[src/rtl/reg_dump_unit.sv]
// Sequential register-file dumper: walks indices 0..REG_COUNT-1 through one read
// port and streams each word out on a valid/ready interface with index and last tag.
module reg_dump_unit #(
    parameter int REG_COUNT = 32,
    parameter int ADDR_W    = 5,
    parameter int DATA_W    = 32
) (
    input  logic              clk,
    input  logic              rst,
    input  logic              start,
    output logic              busy,
    output logic              done,
    output logic [ADDR_W-1:0] rf_read_reg,
    input  logic [DATA_W-1:0] rf_read_data,
    output logic              out_valid,
    input  logic              out_ready,
    output logic [DATA_W-1:0] out_data,
    output logic [ADDR_W-1:0] out_index,
    output logic              out_last
);

    localparam logic [ADDR_W-1:0] LAST_IDX = ADDR_W'(REG_COUNT - 1);

    if (REG_COUNT < 1 || REG_COUNT > (1 << ADDR_W)) begin : g_bad_count
        $error("reg_dump_unit: REG_COUNT out of range for ADDR_W");
    end

    typedef enum logic [1:0] {
        IDLE  = 2'd0,
        FETCH = 2'd1,
        SEND  = 2'd2,
        DONE  = 2'd3
    } state_t;

    state_t            state;
    state_t            state_next;
    logic [ADDR_W-1:0] idx;
    logic [ADDR_W-1:0] idx_next;
    logic              load_word;
    logic              handshake;

    assign handshake = out_valid & out_ready;

    always_comb begin
        state_next = state;
        idx_next   = idx;
        load_word  = 1'b0;
        case (state)
            IDLE: begin
                if (start) begin
                    idx_next   = '0;
                    state_next = FETCH;
                end
            end
            FETCH: begin
                load_word  = 1'b1;
                state_next = SEND;
            end
            SEND: begin
                if (handshake) begin
                    if (out_last) begin
                        state_next = DONE;
                    end else begin
                        idx_next   = idx + 1'b1;
                        state_next = FETCH;
                    end
                end
            end
            DONE: begin
                state_next = IDLE;
            end
            default: begin
                state_next = IDLE;
            end
        endcase
    end

    // The read port is addressed straight from the counter so the word is captured
    // at the end of the very FETCH cycle that presents its index.
    always_comb begin
        rf_read_reg = (state == IDLE) ? '0 : idx;
    end

    always_ff @(posedge clk) begin
        if (rst) begin
            state     <= IDLE;
            idx       <= '0;
            busy      <= 1'b0;
            done      <= 1'b0;
            out_valid <= 1'b0;
            out_last  <= 1'b0;
            out_data  <= '0;
            out_index <= '0;
        end else begin
            state <= state_next;
            idx   <= idx_next;
            busy  <= (state_next != IDLE);
            done  <= (state_next == DONE);
            if (load_word) begin
                out_data  <= rf_read_data;
                out_index <= idx;
                out_last  <= (idx == LAST_IDX);
                out_valid <= 1'b1;
            end else if (state == SEND && handshake) begin
                out_valid <= 1'b0;
            end
        end
    end

    a_hold_stable: assert property (@(posedge clk) disable iff (rst)
        (out_valid && !out_ready) |=> (out_valid && $stable(out_data)
                                       && $stable(out_index) && $stable(out_last)));

    a_idx_range: assert property (@(posedge clk) disable iff (rst) idx <= LAST_IDX);

    a_done_quiet: assert property (@(posedge clk) disable iff (rst) done |-> !out_valid);

endmodule

[config.mk]
export PLATFORM = sky130hd
export DESIGN_NAME = reg_dump_unit
export DESIGN_NICKNAME = d
export VERILOG_FILES = /design/src/rtl/reg_dump_unit.sv
export SDC_FILE = /design/constraint.sdc
export NUM_CORES = 1
export LEC_CHECK = 0
export CAP_MARGIN = 30
export CORE_ASPECT_RATIO = 0.7
export CORE_MARGIN = 5
export CORE_UTILIZATION = 40
export CTS_CLUSTER_DIAMETER = 80
export DETAILED_ROUTE_END_ITERATION = 10
export PLACE_DENSITY = 0.77
export SETUP_SLACK_MARGIN = 0.2
export SYNTH_ARGS = -nofsm -noshare
export SYNTH_HDL_FRONTEND = slang
export SYNTH_SLANG_ARGS = --single-unit
[constraint.sdc]
create_clock -name clk -period 1.75 [get_ports clk]
set_clock_uncertainty 0.1 [all_clocks]
set_input_delay 0.175 -clock clk [delete_from_list [all_inputs] [get_ports clk]]
set_output_delay 0.175 -clock clk [all_outputs]
set_load 0.02 [all_outputs]
==> reports/metrics.cfg <==
[sta]
slew_viol_final = 0
hold_viol = 0
setup_tns_ps = 0
fin_crit_sh_pct = 86.85
fin_crit_ps = 1520
slew_headroom_pct = 68.13
rsz0062_at_grt = true
setup_slack_ps = 230.1
setup_viol = 0
tightestPinTransition_ps = 478.1
max_freq_mhz = 657.9

[yosys]
synth_top_flop_cell = dfxtp_1
synth_edf_count = 0
synthCells = 227
ys_async_sr_fraction_pct = 0
synth_most_common_cell = nand2_1
yosysSeqAreaShare_pct = 52.71
syn-num-nets = 265
synthTopCellsByArea = dfxtp_1 53%, nand2_1 16%, a21oi_1 11%
synth_top_cell_by_area = dfxtp_1
yosysWarnings = 0
synthTopCellsByCount = 78 x nand2_1, 48 x dfxtp_1, 39 x a21oi_1, 8 x clkbuf_1
syn_area_per_cell_sq_um = 8.031
ys_ff_latch = 48
syn_area_sq_um = 1823
synth_cell_types = 23
synth_top_cell_area_share_pct = 52.71

[global_route]
grt_pass1_wl_microns = 7955
grt_overflow = 0
grt_max_degree = 41
grt_usage_pct = 16.34
antenna_found_initial = 0
grt_pass1_vias = 1759

[die]
rows = 20
die-area_sq_um = 6029
start_util_pct = 41.63
coreArea_sq_um = 4379
die_width_microns = 90.69
pin_count = 82
fp.dieH_microns = 66.48

[clock_tree]
cts_sinks = 48
clk_pin_slew_worst_paths_ps = 90
htreeDepth = 2
cts_tree = built
clockRootBuffer = clkbuf_8
clk_latency_ps = 300
cts_buffers = 5
cts_buffer_depth = 2

[placement]
numPortBuffers = 81
pre_cts_ws_ps = 53.70
place_inst = 358
dp_hpwl_microns = 3465
gp_congestion = 0.7750

[route]
wire_per_inst_microns = 13.53
drt-vias-per-instance = 4.951
drc = 0
drt-pass1-iter-count = 4
final_antenna_net_count = 0
wirelength_microns = 4952
vias = 1812
first_iter_violations = 81

[worst_setup_path]
critical_path_buf_inv_count = 1
slowest_stage = clkdlybuf4s50_1
critPathTopFamily = buffers and inverters
end_kind = primary output
critical_path_class = flop to primary output
critPathMaxStageDelay_ps = 610
cp.required_ps = 1470
worstPathArrival_ps = 1240
path_cells = clkdlybuf4s50_1
critPathLaunchType = flop
worstPathMaxFanout = 2

[worst_hold_path]
min-delay-path-class = primary input to flop

[power_and_ir_drop]
vdd_ir_drop_max_mv = 0.4845
p_leak_uw = 0.001501
powerDensity_nw_per_um2 = 806.0

[finish]
antenna_cells = 0
drive_gt1_share_pct = 8.360
utilization_pct = 66.17
seqCellArea_sq_um = 964.7
fill_cells = 382
instances_no_fill = 366
fin_nets = 348
multiInputGateArea_sq_um = 808.3
areaGrowthSynthToFinish_pct = 58.96

[flow_run]
maxCapViolations = 0

[status]
status = completed

## registers in the layout, summed over array words and instances (netlist names)
register / count
out_data: 32
busy: 1
out_last: 1
done: 1
idx: 5
state: 2
out_valid: 1
out_index: 5
## kinds of logic (layout without fill, tap and decap cells)
kind of cell,Yosys count,after routing,synth area share [%]
AOI/OAI and AO/OA,49,49,14.35
adders and majority gates,2,2,1.372
buffers and inverters,15,99,3.775
DFF,48,48,52.71
muxes,1,1,0.6177
and+or+nand+nor,112,112,27.18
## power by group
part	total, uW	switching, uW	leakage (uW)	internal, uW
Combinational	377	193	0.00106	184
Sequential	1160	25.4	0.000392	1140
Clock	796	373	0.0000541	423
## layer usage
layer | vias up | wire length (microns) | global-route usage (%)
met2 | 58 | 2160 | 25.45
met4 | 0 | 33 | 4.461
met1 | 831 | 2220 | 19.83
met3 | 5 | 537 | 8.465
met5 | - | 0 | 0
li1 | 918 | - | -
## worst paths after layout
check        slack, ps                       from  cells past startpoint                   endpoint
max reg2reg        240        state[1]$_SDFF_PP0_                      4        idx[3]$_SDFFE_PP0P_
min                220                        rst                      2        state[1]$_SDFF_PP0_
min reg2reg        350  out_data[19]$_SDFFE_PP0P_                      2  out_data[19]$_SDFFE_PP0P_
max                230  out_data[26]$_SDFFE_PP0P_                      1               out_data[26]
## timing repair
action	in CTS	in global routing
gates resized for setup	14	29
hold buffers	0	0
setup endpoints to repair	12	35
setup buffers	0	0
## cell type report
type	count	area share, %
sequential	48	33.29
timing repair buffer	91	32.60
multi-input combinational	164	27.89
clock buffer	5	2.375
tap	55	2.375
clock inverter	3	1.468
## layout by cell type, fill, tap and decap left out, types with 2 or more instances in the layout
cell type and count:
nand3b_1 2, o21ai_0 2, nor2_1 4, dlygate4sd2_1 11
nor3_1 2, nor3b_1 2, clkbuf_8 5, nand2b_1 3
dfxtp_1 45, nand4b_1 2, buf_4 9, dfxtp_2 3
ha_1 2, or3_1 2, a31oi_1 3, a211oi_1 4
nor2b_1 6, dlymetal6s2s_1 26, nand2_1 78, nand3_1 7
clkdlybuf4s50_1 43, a21oi_1 39
## stage by stage
step | power [uW] | hold slack (ps) | cell area (sq um)
4_1_cts | 2358 | 206.1 | 2825
6_report | 2336 | 215.8 | 2898
5_1_grt | 2441 | 238.4 | 2898
3_5_place_dp | 1574 | 347.7 | 2719
2_1_floorplan | 1364 | 170.7 | 1823
3_3_place_gp | 1569 | 340.5 | 2719
Note: power is estimated with default switching activity, not from simulation.
